===== src/rtl/program_loader.sv =====
// Program memory loader: unpacks a framed byte stream (SYNC, LEN, data pairs, CHK)
// into 16-bit instruction writes and holds the CPU in reset until the frame checks out.
module program_loader #(
    parameter int          DEPTH     = 256,
    parameter int          TIMEOUT   = 1000,
    parameter logic [7:0]  SYNC_BYTE = 8'hA5
) (
    input  logic        clk,
    input  logic        rst,
    input  logic [7:0]  in_data,
    input  logic        in_valid,
    output logic        in_ready,
    input  logic        reload,
    output logic        pm_we,
    output logic [15:0] pm_addr,
    output logic [15:0] pm_wdata,
    output logic        cpu_hold,
    output logic        done,
    output logic        error,
    output logic [15:0] words_loaded
);

    typedef enum logic [2:0] {
        ST_IDLE    = 3'd0,
        ST_LEN_HI  = 3'd1,
        ST_LEN_LO  = 3'd2,
        ST_DATA_HI = 3'd3,
        ST_DATA_LO = 3'd4,
        ST_CHECK   = 3'd5,
        ST_DONE    = 3'd6,
        ST_ERROR   = 3'd7
    } state_t;

    localparam logic [16:0] DEPTH_W      = 17'(DEPTH);
    localparam logic        TIMEOUT_EN   = (TIMEOUT > 32'sd0);
    localparam logic [31:0] TIMEOUT_LAST = (TIMEOUT > 32'sd0) ? 32'(TIMEOUT - 32'sd1) : 32'd0;

    // States that are inside a frame: the idle timer runs only here.
    function automatic logic in_frame(input state_t st);
        logic r;
        case (st)
            ST_LEN_HI, ST_LEN_LO, ST_DATA_HI, ST_DATA_LO, ST_CHECK: r = 1'b1;
            default:                                               r = 1'b0;
        endcase
        return r;
    endfunction

    // Running checksum over data bytes only.
    function automatic logic [7:0] chk_update(input logic [7:0] acc, input logic [7:0] b);
        return acc ^ b;
    endfunction

    state_t       state_r;
    state_t       state_nxt_s;
    logic [7:0]   len_hi_r;
    logic [15:0]  len_r;
    logic [7:0]   hi_r;
    logic [7:0]   checksum_r;
    logic [31:0]  timer_r;
    logic [15:0]  words_r;
    logic         pm_we_r;
    logic [15:0]  pm_addr_r;
    logic [15:0]  pm_wdata_r;
    logic         in_ready_r;
    logic         cpu_hold_r;
    logic         done_r;
    logic         error_r;

    logic         xfer_s;
    logic         timeout_s;
    logic         len_over_s;
    logic         len_zero_s;
    logic         last_word_s;

    assign xfer_s      = in_valid & in_ready_r;
    assign timeout_s   = TIMEOUT_EN && in_frame(state_r) && !xfer_s && (timer_r == TIMEOUT_LAST);
    assign len_over_s  = {1'b0, len_hi_r, in_data} > DEPTH_W;
    assign len_zero_s  = ({len_hi_r, in_data} == 16'd0);
    assign last_word_s = ((words_r + 16'd1) == len_r);

    // State register.
    always_ff @(posedge clk) begin
        if (!rst) begin
            state_r <= ST_IDLE;
        end else begin
            state_r <= state_nxt_s;
        end
    end

    // Next-state logic; a byte arriving on the timeout cycle takes priority.
    always_comb begin
        state_nxt_s = state_r;
        case (state_r)
            ST_IDLE: begin
                if (xfer_s && (in_data == SYNC_BYTE)) state_nxt_s = ST_LEN_HI;
                else                                  state_nxt_s = ST_IDLE;
            end
            ST_LEN_HI: begin
                if (xfer_s)         state_nxt_s = ST_LEN_LO;
                else if (timeout_s) state_nxt_s = ST_ERROR;
                else                state_nxt_s = ST_LEN_HI;
            end
            ST_LEN_LO: begin
                if (xfer_s) begin
                    if (len_over_s)      state_nxt_s = ST_ERROR;
                    else if (len_zero_s) state_nxt_s = ST_CHECK;
                    else                 state_nxt_s = ST_DATA_HI;
                end else if (timeout_s) begin
                    state_nxt_s = ST_ERROR;
                end else begin
                    state_nxt_s = ST_LEN_LO;
                end
            end
            ST_DATA_HI: begin
                if (xfer_s)         state_nxt_s = ST_DATA_LO;
                else if (timeout_s) state_nxt_s = ST_ERROR;
                else                state_nxt_s = ST_DATA_HI;
            end
            ST_DATA_LO: begin
                if (xfer_s) begin
                    if (last_word_s) state_nxt_s = ST_CHECK;
                    else             state_nxt_s = ST_DATA_HI;
                end else if (timeout_s) begin
                    state_nxt_s = ST_ERROR;
                end else begin
                    state_nxt_s = ST_DATA_LO;
                end
            end
            ST_CHECK: begin
                if (xfer_s) begin
                    if (in_data == checksum_r) state_nxt_s = ST_DONE;
                    else                       state_nxt_s = ST_ERROR;
                end else if (timeout_s) begin
                    state_nxt_s = ST_ERROR;
                end else begin
                    state_nxt_s = ST_CHECK;
                end
            end
            ST_DONE: begin
                if (reload) state_nxt_s = ST_IDLE;
                else        state_nxt_s = ST_DONE;
            end
            ST_ERROR: begin
                if (reload) state_nxt_s = ST_IDLE;
                else        state_nxt_s = ST_ERROR;
            end
            default: state_nxt_s = ST_ERROR;
        endcase
    end

    // Status outputs are registered from the next state so they track it without lag.
    always_ff @(posedge clk) begin
        if (!rst) begin
            in_ready_r <= 1'b1;
            cpu_hold_r <= 1'b1;
            done_r     <= 1'b0;
            error_r    <= 1'b0;
        end else begin
            in_ready_r <= (state_nxt_s == ST_IDLE) || in_frame(state_nxt_s);
            cpu_hold_r <= (state_nxt_s != ST_DONE);
            done_r     <= (state_nxt_s == ST_DONE);
            error_r    <= (state_nxt_s == ST_ERROR);
        end
    end

    // Inter-byte idle timer.
    always_ff @(posedge clk) begin
        if (!rst) begin
            timer_r <= 32'd0;
        end else if (xfer_s || !in_frame(state_r) || !TIMEOUT_EN) begin
            timer_r <= 32'd0;
        end else begin
            timer_r <= timer_r + 32'd1;
        end
    end

    // Length capture, word packing, checksum and the memory write port.
    always_ff @(posedge clk) begin
        if (!rst) begin
            len_hi_r   <= 8'd0;
            len_r      <= 16'd0;
            hi_r       <= 8'd0;
            checksum_r <= 8'd0;
            words_r    <= 16'd0;
            pm_we_r    <= 1'b0;
            pm_addr_r  <= 16'd0;
            pm_wdata_r <= 16'd0;
        end else begin
            pm_we_r <= 1'b0;
            case (state_r)
                ST_IDLE: begin
                    if (xfer_s && (in_data == SYNC_BYTE)) begin
                        checksum_r <= 8'd0;
                        words_r    <= 16'd0;
                    end
                end
                ST_LEN_HI: begin
                    if (xfer_s) len_hi_r <= in_data;
                end
                ST_LEN_LO: begin
                    if (xfer_s) len_r <= {len_hi_r, in_data};
                end
                ST_DATA_HI: begin
                    if (xfer_s) begin
                        hi_r       <= in_data;
                        checksum_r <= chk_update(checksum_r, in_data);
                    end
                end
                ST_DATA_LO: begin
                    // The write overlaps acceptance of the next HI byte.
                    if (xfer_s) begin
                        checksum_r <= chk_update(checksum_r, in_data);
                        pm_we_r    <= 1'b1;
                        pm_addr_r  <= words_r;
                        pm_wdata_r <= {hi_r, in_data};
                        words_r    <= words_r + 16'd1;
                    end
                end
                ST_DONE, ST_ERROR: begin
                    if (reload) begin
                        checksum_r <= 8'd0;
                        words_r    <= 16'd0;
                    end
                end
                default: begin
                end
            endcase
        end
    end

    assign in_ready     = in_ready_r;
    assign pm_we        = pm_we_r;
    assign pm_addr      = pm_addr_r;
    assign pm_wdata     = pm_wdata_r;
    assign cpu_hold     = cpu_hold_r;
    assign done         = done_r;
    assign error        = error_r;
    assign words_loaded = words_r;

endmodule

===== config.mk =====
export PLATFORM = sky130hd
export DESIGN_NAME = program_loader
export DESIGN_NICKNAME = d
export VERILOG_FILES = /design/src/rtl/program_loader.sv
export SDC_FILE = /design/constraint.sdc
export NUM_CORES = 1
export LEC_CHECK = 0
export BUFFER_PORTS_ARGS = -buffer_cell sky130_fd_sc_hd__buf_4
export CORE_ASPECT_RATIO = 2
export CORE_UTILIZATION = 35
export CTS_CLUSTER_SIZE = 30
export DETAILED_ROUTE_END_ITERATION = 6
export PLACE_DENSITY_LB_ADDON = 0.3
export SLEW_MARGIN = 10
export SYNTH_ARGS = -nofsm -noshare
export SYNTH_HDL_FRONTEND = slang
export SYNTH_SLANG_ARGS = --single-unit

===== constraint.sdc =====
create_clock -name clk -period 2.9 [get_ports clk]
set_input_delay 0.58 -clock clk [delete_from_list [all_inputs] [get_ports clk]]
set_output_delay 0.58 -clock clk [all_outputs]
set_load 0.02 [all_outputs]

Word level (Yosys, flattened, before mapping)
Index checks and enable logic that the tools add are counted.

Output and inout bits: 53. Bits in registers: 128.

Reductions and logical operators: 24. Add/subtract/negate cells: 2. Equality and inequality tests: 23. $lt $le $gt $ge: 1. Muxes and demuxes: 31. Bitwise logic cells: 3.

Operators by type and width (count): 16-bit 2-to-1 mux (3); 16-bit case mux with 3 select lines (1); 3-bit 2-to-1 mux (13); 32-bit by 1-bit adder with 32-bit output (second input constant) (1); 32-bit by 10-bit equality test with 1-bit output (second input constant) (1); 3-bit equality test (second input constant) (8); 8-bit 2-to-1 mux (3); 3-bit case mux with 8 select lines (1); 8-bit case mux with 3 select lines (1); 16-bit by 1-bit adder with 16-bit output (second input constant) (1); 16-bit equality test (1); 16-bit by 9-bit > comparator with 1-bit output (second input constant) (1); 16-bit zero test (1); 3-bit by 2-bit equality test with 1-bit output (second input constant) (4); 2-bit AND reduction (5); 5-bit OR reduction (2); 8-bit equality test (1); 8-bit equality test (second input constant) (1); 4-bit AND reduction (2); 8-bit XOR (1); 1-bit 2-to-1 mux (7); 3-bit by 1-bit equality test with 1-bit output (second input constant) (2); 3-bit zero test (2); 2-bit != test (second input constant) (3); other kinds (10) (18).

Depth between registers and ports, before layout
Gate-level depths: netlist of the first run.

Depth after elaboration: 13. Gate-level depth with buffers: 10. Mapped depth without buffers: 9.

Worst setup path after synthesis of the first run
OpenSTA, ideal clock, no wires.

Path kind: reg2reg. Start: reg words_r[2] (netlist: words_loaded[2]). End: reg done_r (netlist: done). Stages on the path, launching flop included: 10. Setup slack: 0.370 ns. Path buffers: 2. Arrival: 2.400 ns. Clock period less this slack: 2.530 ns. Cells stage by stage: dfxtp_1 > buf_4 > nand3_2 > or2_1 > buf_6 > or4_4 > a2111oi_4 > a31oi_1 > o21bai_4 > nor3_1.

Word-level cells in the longest chain between the ends: 6.

RTL lines: start, declared (RTL line 60) `logic [15:0] words_r;`; start signal, assigned (RTL line 216) `words_r <= words_r + 16'd1;`; 16-bit by 1-bit adder with 16-bit output (RTL line 79) `assign last_word_s = ((words_r + 16'd1) == len_r);`; 16-bit equality test (RTL line 79); 3-bit 2-to-1 mux (RTL line 121) `if (last_word_s) state_nxt_s = ST_CHECK;`; 3-bit 2-to-1 mux (RTL line 120) `if (xfer_s) begin`; 3-bit case mux with 8 select lines (RTL line 93) `case (state_r)`; 3-bit equality test (RTL line 161) `done_r <= (state_nxt_s == ST_DONE);`; end signal, assigned (RTL line 161); end, declared (RTL line 66) `logic done_r;`.

No other way between the ends. A chain may end at the register's enable or synchronous reset.

Worst setup path in the final report of the first run
Start: reg words_r[1] (netlist: words_loaded[1]). End: reg cpu_hold_r (netlist: cpu_hold).

Word-level cells in the longest chain between the ends: 6.

RTL lines: 16-bit by 1-bit adder with 16-bit output (RTL line 79); 16-bit equality test (RTL line 79); 3-bit 2-to-1 mux (RTL line 121); 3-bit 2-to-1 mux (RTL line 120); 3-bit case mux with 8 select lines (RTL line 93); 3-bit != test (RTL line 160) `cpu_hold_r <= (state_nxt_s != ST_DONE);`; end signal, assigned (RTL line 160); end, declared (RTL line 65) `logic cpu_hold_r;`.

No other way between the ends.

==> results of run 1 <==
[worst max-delay path, delay by kind of cell, from the launching register on]
kind,cells,cell delay (ns)
fa+ha+maj,1,0.29
xor+xnor,1,0.24
flops,1,0.44
compound gates,3,0.45
simple gates,3,1.06
[registers in the layout (all words and copies together) (netlist names), 3 cells and up]
name / cells
pm_addr: 16
checksum_r: 8
len_r: 16
words_loaded: 16
state_r: 3
timer_r: 32
pm_wdata: 16
len_hi_r: 8
hi_r: 8
[worst max path at each step]
stage,startpoint,to,slack [ns],cells after the start
6_report,words_loaded[1],cpu_hold,0.29,8
5_1_grt,words_loaded[1],cpu_hold,0.13,8
4_1_cts,words_loaded[1],cpu_hold,0.30,8
3_5_place_dp,in_valid,cpu_hold,0.19,8
3_3_place_gp,in_valid,cpu_hold,0.16,8
2_1_floorplan,words_loaded[2],done,0.37,9
[placed cells by master (no fill, tap or decap), types with 11 or more instances in the layout]
cell type / netlist / final
dfxtp_1: 128 / 128
nand2_1: 111 / 111
buf_4: 1 / 90
nor2_1: 52 / 51
nor2b_1: 38 / 38
mux2i_1: 35 / 35
xnor2_1: 30 / 30
a21boi_1: 30 / 30
o21ai_0: 29 / 29
nand3_1: 29 / 29
xor2_1: 28 / 28
nand4_1: 18 / 18
clkbuf_16: 0 / 17
a21oi_1: 16 / 16
a31oi_1: 14 / 14
and3_1: 12 / 12
nor3_1: 12 / 11
[metrics by stage]
stage / hold slack [ns] / total power [uW] / cell area, um^2 / utilization, %
floorplan: 0.4304 / 1847 / 6080 / -
global placement: 0.4418 / 1875 / 6825 / 40.51
detailed placement: 0.4457 / 1876 / 6825 / 40.51
CTS: 0.4542 / 4158 / 7453 / 44.23
global route: 0.4686 / 4245 / 7453 / 44.23
finish: 0.4492 / 4104 / 7453 / 44.23
[power groups by stage]
stage | logic, uW | registers (uW) | clock network [uW]
floorplan | 50.2 | 1800 | 0
global placement | 77.7 | 1800 | 0
detailed placement | 78.4 | 1800 | 0
CTS | 78.6 | 1760 | 2320
global route | 84.5 | 1760 | 2400
finish | 78.9 | 1760 | 2270
[area by class of cell]
class                   count  area, um^2  area share, %
repair buffers             90       675.6          9.065
inverters                   7       26.28         0.3525
flip-flops and latches    128        2562          34.38
clock buffers              19       442.9          5.943
multi-input cells         531        3302          44.30
well taps                 207       259.0          3.475
clock inverters            12       185.2          2.484
[Yosys cell counts, types with 5 or more instances]
master / number / share of area, %
dfxtp_1: 128 / 42
nand2b_1: 5 / 0.51
or3_1: 9 / 0.93
mux2i_1: 35 / 5.8
ha_1: 5 / 1.0
nand4_1: 18 / 1.9
nor3_1: 12 / 0.99
nor4_1: 9 / 0.93
nor2_1: 52 / 3.2
and4_1: 5 / 0.72
nand3_1: 29 / 2.4
a31oi_1: 14 / 1.4
buf_2: 7 / 0.58
xor2_1: 28 / 4.0
and3_1: 12 / 1.2
a21boi_1: 30 / 3.7
nand2_1: 111 / 6.9
a21oi_1: 16 / 1.3
inv_1: 6 / 0.37
nand4b_1: 8 / 1.2
nor2b_1: 38 / 3.9
o21ai_0: 29 / 2.4
xnor2_1: 30 / 4.3
clkbuf_1: 36 / 2.2
[logic make-up after synthesis]
kind of cell	synth area share, %
AO/OA/AOI/OAI	11.79
XOR/XNOR	8.356
adder cells (fa/ha/maj)	1.029
buffers and inverters	3.663
flip-flops	42.15
multiplexers	5.948
AND/OR/NAND/NOR	27.06
[layer usage]
layer  share of wire [%]  wire length [um]  global-route usage (%)
met3                 3.2               509                   3.592
met4                 2.7               441                   8.800
met2                  57              9130                   36.18
met5                   0                 0                       0
met1                  38              6050                   19.01
==> metrics.csv, run 1 <==
metric,value,unit
FF-to-FF Start,words_loaded[1],
final hold viol count,0,
worst slew pin tran,0.6252,ns
slowest CP cell,nor4_1,
Hold Path Stages,2,
CTS Root Cell,clkbuf_16,
"worst slack, placed",0.1909,ns
Bufs on Longest Clock Path,2,
port buffer count,64,
clock share of power,55.2,%
Worst Skew,0.007244,ns
Fmax achieved,383.5,MHz
CP Cell Sequence,"ha_1, nand3_1, nor4_1, xnor2_1, a2111oi_4, a31oi_1, o21bai_4, or3_1",
core area,0.01685,mm^2
Critical Path RT,3.20,ns
area delta synth->final,22.60,%
HP Start,pm_addr[4],
dpl cells,963,
Worst EP arrival,2.90,ns
"Setup Fix Bufs, Post-CTS",0,
final worst path period need,2.608,ns
register share of total power,42.9,%
vias in the first global route,5143,
initial antenna violation count,0,
"Slew Viols, Final",0,
CP endpoint kind,register,
total CTS buffers,17,
maximum vdd drop,0.3323,mV
r2r setup slk,0.29,ns
Psw,852.2,uW
R2R Path End,cpu_hold,
Antenna diodes,0,
Min-Delay Endpoint,pm_addr[4],
largest net degree at the start of global routing,56,
Critical Path Start Type,register,
syn_area_per_cell,8.527,um^2
total negative slack,0,ns
setup ws final,0.2925,ns
Tightest Hold Check Type,register to register,
Leakage,0.002784,uW
Initial Utilization,36.08,%
first-pass GRT wire length,26050,um
setup violators final,0,
Starting DRT DRC Count,232,
"Net Count, Synth",730,
Worst-path clk slew,0.06,ns
Vias,5156,
DR DRC count,0,
pwr/cell area,550.7,mW/mm^2
most frequently used flop master after synthesis,dfxtp_1,
Mapped Area,0.006080,mm^2
maxcap violations,0,
GR Overflow Total,0,
share of layout cells above drive strength 1,16.52,%
switch share,20.76,%
Slew HR,57.94,%
fin crit share,89.92,%
Placer Congestion,0.8521,
DRT Pass-1 Iters,6,
Synth cell types,54,
share of power burned in combinational logic,1.9,%
RSZ-0062 raised after global routing,false,
# clock sinks,128,
sequential fraction of the synthesis area,42.15,%
mean routed wirelength per cell,16.23,um
"Hold-fix buffers, CTS",0,
CTS tree,done,
delay of the slowest critical-path stage,0.57,ns
Routed Antenna Nets,0,
H-tree depth,4,
total track usage,19.04,%
worst-path maximum fanout,6,
Final #Nets,792,
final WL,16130,um
Vias per Instance,5.187,
DIE AREA,0.01793,mm^2
chip height,188.4,um
post-DP HPWL,11580,um
Synth Register Bits,128,
fraction of registers with async set/reset,0,%
Skew-Pair Late Insertion Delay,0.42,ns
Syn. warnings,0,
Ports,65,
Rows,67,
R2R depth,8,
Non-Filler Instances,994,
number of synthesized flops with an enable pin,0,
type of the worst setup path,register to register,
Internal,3252,uW
fill cell count,1672,
Cells after Synth,713,
status,completed,
Die Wd,95.20,um
cts repair resizes,0,
(Power assumes the default switching activity.)
==> run 2, diff against run 1 <==
Settings changed: CORE_UTILIZATION 35 to 45.
==> run 2 against run 1 <==
The run now ends with design-rule violations left. Core utilization increased by 12 points. Via count rose by 3.3%. Cell count decreased by 5.7%. Critical endpoint is now error.
==> metrics.csv, run 2 (synthesis gave the netlist of run 1 again) <==
metric,value,unit,change
status,"finished, violations left",,was completed
failing checks,design-rule violations,,
met2 wire len,8501,um,was 9130 um
core area,0.01307,mm^2,was 0.01685 mm^2
port buffer count,64,,unchanged
HP Start,pm_addr[13],,was pm_addr[4]
Ports,65,,unchanged
Routed Antenna Nets,0,,unchanged
r2r setup slk,0.29,ns,about the same
CTS Root Cell,clkbuf_16,,unchanged
Rows,59,,was 67
Worst EP arrival,2.89,ns,was 2.90 ns
dpl cells,905,,was 963
Worst-path clk slew,0.06,ns,about the same
first-pass GRT wire length,25310,um,"was 26,050 um"
highest routed layer,met4,,unchanged
worst slew pin tran,0.6212,ns,was 0.6252 ns
delay of the slowest critical-path stage,0.58,ns,was 0.57 ns
DIE AREA,0.01401,mm^2,was 0.01793 mm^2
fin area,0.007322,mm^2,was 0.007453 mm^2
CTS tree,done,,unchanged
Non-Filler Instances,937,,was 994
chip height,166.4,um,was 188.4 um
Vias,5328,,"was 5,156"
final core area utilization,56.04,%,was 44.23%
cts repair resizes,0,,unchanged
Fmax achieved,383.2,MHz,was 383.5 MHz
Critical Path RT,3.18,ns,was 3.20 ns
crit path to,error,,was cpu_hold
Die Wd,84.19,um,was 95.20 um
DRT Pass-1 Iters,6,,unchanged
CP endpoint kind,register,,unchanged
buffers plus inverters on the worst setup path,0,,unchanged
DR DRC count,14,,was 0
"commonest non-fill, non-tap cell in the layout",dfxtp_1,,unchanged
mean routed wirelength per cell,16.33,um,was 16.23 um
Worst Skew,0.008579,ns,was 0.007244 ns
total track usage,22.86,%,was 19.04%
setup violators final,0,,unchanged
"Slew Viols, Final",0,,unchanged
# clock sinks,128,,unchanged
fin crit share,89.99,%,was 89.92%
post-DP HPWL,11180,um,"was 11,580 um"
Slew HR,58.21,%,was 57.94%
fill cell count,1201,,"was 1,672"
share of layout cells above drive strength 1,16.43,%,was 16.52%
area delta synth->final,20.44,%,was 22.60%
maximum vdd drop,0.3655,mV,was 0.3323 mV
Tightest Hold Check Type,register to register,,unchanged
number of flip-flops in the largest register,32,,unchanged
Skew-Pair Late Insertion Delay,0.42,ns,about the same
total CTS buffers,17,,unchanged
final hold viol count,0,,unchanged
Hold Path Stages,2,,unchanged
met1 WL,5433,um,was 6050 um
initial antenna violation count,0,,unchanged
total negative slack,0,ns,unchanged
Critical Path Start Type,register,,unchanged
R2R Path End,error,,was cpu_hold
Starting DRT DRC Count,245,,was 232
Crit path depth,7,,was 8
cell area after placement,0.006734,mm^2,was 0.006825 mm^2
CP Cell Sequence,"nand3_2, or2_1, or4_4, a2111oi_4, a31oi_1, o21bai_4, nor3b_1",,"was ha_1, nand3_1, nor4_1, xnor2_1, a2111oi_4, a31oi_1, o21bai_4, or3_1"
final worst path period need,2.610,ns,was 2.608 ns
type of the worst setup path,register to register,,unchanged
pwr/cell area,536.5,mW/mm^2,was 550.7 mW/mm^2
vias in the first global route,5297,,"was 5,143"
"CP delay by family, top",simple AND/OR/NAND/NOR gates,,unchanged
Bufs on Longest Clock Path,2,,unchanged
GR Overflow Total,0,,unchanged
Placer Congestion,0.9044,,was 0.8521
Leakage,0.002749,uW,was 0.002784 uW
Vias per Instance,5.686,,was 5.187
H-tree depth,4,,unchanged
"Hold-fix buffers, CTS",0,,unchanged
FF-to-FF Start,words_loaded[0],,was words_loaded[1]
most frequent cells in the layout,"dfxtp_1, nand2_1, buf_4",,unchanged
RSZ-0062 raised after global routing,false,,unchanged
worst-path maximum fanout,9,,was 6
Final #Nets,789,,was 792
Antenna diodes,0,,unchanged
CP Launch Point,words_loaded[0],,was words_loaded[1]
"Setup Fix Bufs, Post-CTS",0,,unchanged
Initial Utilization,46.53,%,was 36.08%
slowest CP cell,or4_4,,was nor4_1
R2R depth,7,,was 8
metal3 WL,702,um,was 509 um
maxcap violations,0,,unchanged
Largest Register,timer_r,,unchanged
largest net degree at the start of global routing,54,,was 56
final WL,15310,um,"was 16,130 um"
## run 2: cell count changes in the layout (fill, tap and decap cells not counted), sizes merged
cell	before	now
clkinvlp	1	2
clkinv	6	2
clkbuf	19	17
inv	8	17
bufinv	4	1
buf	90	87
## run 2: worst min path at each step
stage / end
3_3_place_gp: pm_addr[6]
3_5_place_dp: pm_addr[13]
6_report: pm_addr[13]
5_1_grt: pm_wdata[3]
2_1_floorplan: pm_wdata[10]
4_1_cts: pm_addr[2]
## run 2: stage by stage
| stage | hold WS (ns) | power (uW) | setup WS (ns) |
|---|---|---|---|
| 6_report | 0.4509 | 3929 | 0.2902 |
| 5_1_grt | 0.4631 | 4056 | 0.1681 |
| 4_1_cts | 0.4539 | 3981 | 0.2949 |
| 3_5_place_dp | 0.4452 | 1875 | 0.2272 |
| 3_3_place_gp | 0.4411 | 1873 | 0.3127 |
| 2_1_floorplan | 0.4304 | 1847 | 0.3700 |
## run 2: area by class of cell
cell class	instances	area (um^2)	area share, %
multi-input combinational	531	3302	45.10
clock buffer	17	425.4	5.810
inverter	7	26.28	0.3589
timing repair buffer	87	653.1	8.920
sequential	128	2562	35.00
tap	152	190.2	2.597
clock inverter	15	162.7	2.221
## run 2: routing by layer
layer / up-vias / GRT usage, %
met4: 0 / 12.59
met3: 49 / 5.666
met2: 145 / 44.01
li1: 2587 / -
met1: 2547 / 21.36
met5: - / 0
## run 2: where the power goes
group / switching (uW) / total [uW] / internal [uW]
Combinational: 47.5 / 77.5 / 30.1
Clock: 874 / 2090 / 1220
Sequential: 0.0638 / 1760 / 1760
## run 2: worst register-to-register path: stages, from the launching register on
cell and delay [ns]:
dfxtp_1 0.49, nand3_2 0.20, or2_1 0.38, or4_4 0.58
a2111oi_4 0.37, a31oi_1 0.19, o21bai_4 0.18, nor3b_1 0.08
==> run 3, diff against run 2 <==
Settings changed: RECOVER_POWER set to 50.
==> run 3 against run 2 <==
The flow still finishes with violations (design-rule violations). Power is essentially flat. Core utilization is 1.6 points lower. Worst setup slack hardly changed. First-iteration DRC count decreased by 2.0%. Largest cell class unchanged.
==> metrics.csv, run 3 (synthesis gave the netlist of run 1 again) <==
metric,value,unit,change
post-DP HPWL,11180,um,unchanged
Fmax achieved,383.2,MHz,about the same
buffers plus inverters on the worst setup path,0,,unchanged
Internal,3007,uW,about the same
share of power burned in combinational logic,2.0,%,about the same
largest net degree at the start of global routing,54,,unchanged
met3 Resource Use GR,5.666,%,unchanged
Vias,5301,,"was 5,328"
cts repair resizes,0,,unchanged
GR Overflow Total,0,,unchanged
"worst slack, placed",0.2272,ns,unchanged
CTS tree,done,,unchanged
Vias per Instance,5.657,,was 5.686
Largest Register,timer_r,,unchanged
Critical Path Start Type,register,,unchanged
DR DRC count,14,,unchanged
final core area utilization,54.43,%,was 56.04%
met1 GRT Util,21.36,%,unchanged
total track usage,22.86,%,unchanged
switch share,23.41,%,was 23.45%
Initial Utilization,46.53,%,unchanged
Worst Skew,0.01171,ns,was 0.008579 ns
mean routed wirelength per cell,16.40,um,was 16.33 um
Skew-Pair Late Insertion Delay,0.42,ns,about the same
Bufs on Longest Clock Path,2,,unchanged
register share of total power,44.8,%,about the same
most frequent cells in the layout,"dfxtp_1, nand2_1, clkbuf_1",,"was dfxtp_1, nand2_1, buf_4"
total negative slack,0,ns,unchanged
Starting DRT DRC Count,240,,was 245
final WL,15370,um,"was 15,310 um"
H-tree depth,4,,unchanged
total CTS buffers,17,,unchanged
Leakage,0.002517,uW,was 0.002749 uW
setup violators final,0,,unchanged
maxcap violations,0,,unchanged
worst-path maximum fanout,9,,unchanged
number of flip-flops in the largest register,32,,unchanged
Tightest Hold Check Type,register to register,,unchanged
DIE AREA,0.01401,mm^2,unchanged
chip height,166.4,um,unchanged
Critical Path RT,3.18,ns,about the same
worst slew pin tran,1.231,ns,was 0.6212 ns
Routed Antenna Nets,0,,unchanged
DRT Pass-1 Iters,7,,was 6
# clock sinks,128,,unchanged
maximum vdd drop,0.3648,mV,was 0.3655 mV
"CP delay by family, top",simple AND/OR/NAND/NOR gates,,unchanged
initial antenna violation count,0,,unchanged
slowest CP cell,or4_4,,unchanged
setup ws final,0.2906,ns,was 0.2902 ns
"Setup Fix Bufs, Post-CTS",0,,unchanged
fin crit share,89.98,%,was 89.99%
CP endpoint kind,register,,unchanged
first-pass GRT wire length,25310,um,unchanged
Rows,59,,unchanged
Psw,919.3,uW,was 921.3 uW
core area,0.01307,mm^2,unchanged
final worst path period need,2.609,ns,was 2.610 ns
Final #Nets,789,,unchanged
CTS Root Cell,clkbuf_16,,unchanged
Antenna diodes,0,,unchanged
"Hold-fix buffers, CTS",0,,unchanged
Placer Congestion,0.9044,,unchanged
"commonest non-fill, non-tap cell in the layout",dfxtp_1,,unchanged
area delta synth->final,16.98,%,was 20.44%
CP Cell Sequence,"nand3_2, or2_1, or4_4, a2111oi_4, a31oi_1, o21bai_4, nor3b_1",,unchanged
RSZ-0062 raised after global routing,false,,unchanged
fin area,0.007112,mm^2,was 0.007322 mm^2
port buffer count,64,,unchanged
type of the worst setup path,register to register,,unchanged
pwr/cell area,552.1,mW/mm^2,was 536.5 mW/mm^2
cell area after placement,0.006734,mm^2,unchanged
Die Wd,84.19,um,unchanged
M2 GR Usage,44.01,%,unchanged
"Slew Viols, Final",0,,unchanged
status,"finished, violations left",,unchanged
delay of the slowest critical-path stage,0.58,ns,about the same
final hold viol count,0,,unchanged
vias in the first global route,5297,,unchanged
Worst-path clk slew,0.06,ns,about the same
Worst EP arrival,2.89,ns,about the same
Ports,65,,unchanged
Slew HR,17.94,%,was 58.21%
share of layout cells above drive strength 1,9.427,%,was 16.43%
failing checks,design-rule violations,,unchanged
gr busiest metal,met2,,unchanged
clock share of power,53.3,%,about the same
-- run 3: routing by layer --
layer  vias to the layer above  wire length [um]
li1                       2587                 -
met1                      2518              5528
met2                       149              8484
met3                        47               673
met4                         0               680
met5                         -                 0
-- run 3: area by class of cell --
cell class / count / area (um^2)
fillers: 1253 / 5954
multi-input cells: 531 / 3297
clock buffers: 17 / 425.4
flip-flops and latches: 128 / 2562
clock inverters: 15 / 162.7
repair buffers: 87 / 447.9
well taps: 152 / 190.2
inverters: 7 / 26.28
-- run 3: path summary, 6_finish.rpt --
check | start | to | slack [ns] | depth (start not counted)
setup / recovery | words_loaded[0] | error | 0.29 | 7
hold / removal | pm_addr[13] | pm_addr[13] | 0.45 | 2
setup reg to reg | words_loaded[0] | error | 0.29 | 7
hold reg to reg | pm_addr[13] | pm_addr[13] | 0.45 | 2
-- run 3: stage by stage --
| step | hold WS [ns] | power, uW | cells |
|---|---|---|---|
| finish | 0.4491 | 3927 | 937 |
| global route | 0.4631 | 4056 | 937 |
| CTS | 0.4539 | 3981 | 937 |
| detailed placement | 0.4452 | 1875 | 905 |
| global placement | 0.4411 | 1873 | 905 |
| floorplan | 0.4304 | 1847 | 713 |
-- run 3: power by group through the flow --
| stage | combinational (uW) | sequential (uW) | clock [uW] |
|---|---|---|---|
| 2_1_floorplan | 50.2 | 1800 | 0 |
| 3_3_place_gp | 75.8 | 1800 | 0 |
| 3_5_place_dp | 77.8 | 1800 | 0 |
| 4_1_cts | 77.1 | 1760 | 2150 |
| 5_1_grt | 82.6 | 1760 | 2220 |
| 6_report | 77.2 | 1760 | 2090 |
-- run 3: tightest hold or removal path: cells and delay by family (launching register included) --
kind	cells	cell delay, ns
flops	1	0.31
simple gates	1	0.05
compound gates	1	0.05
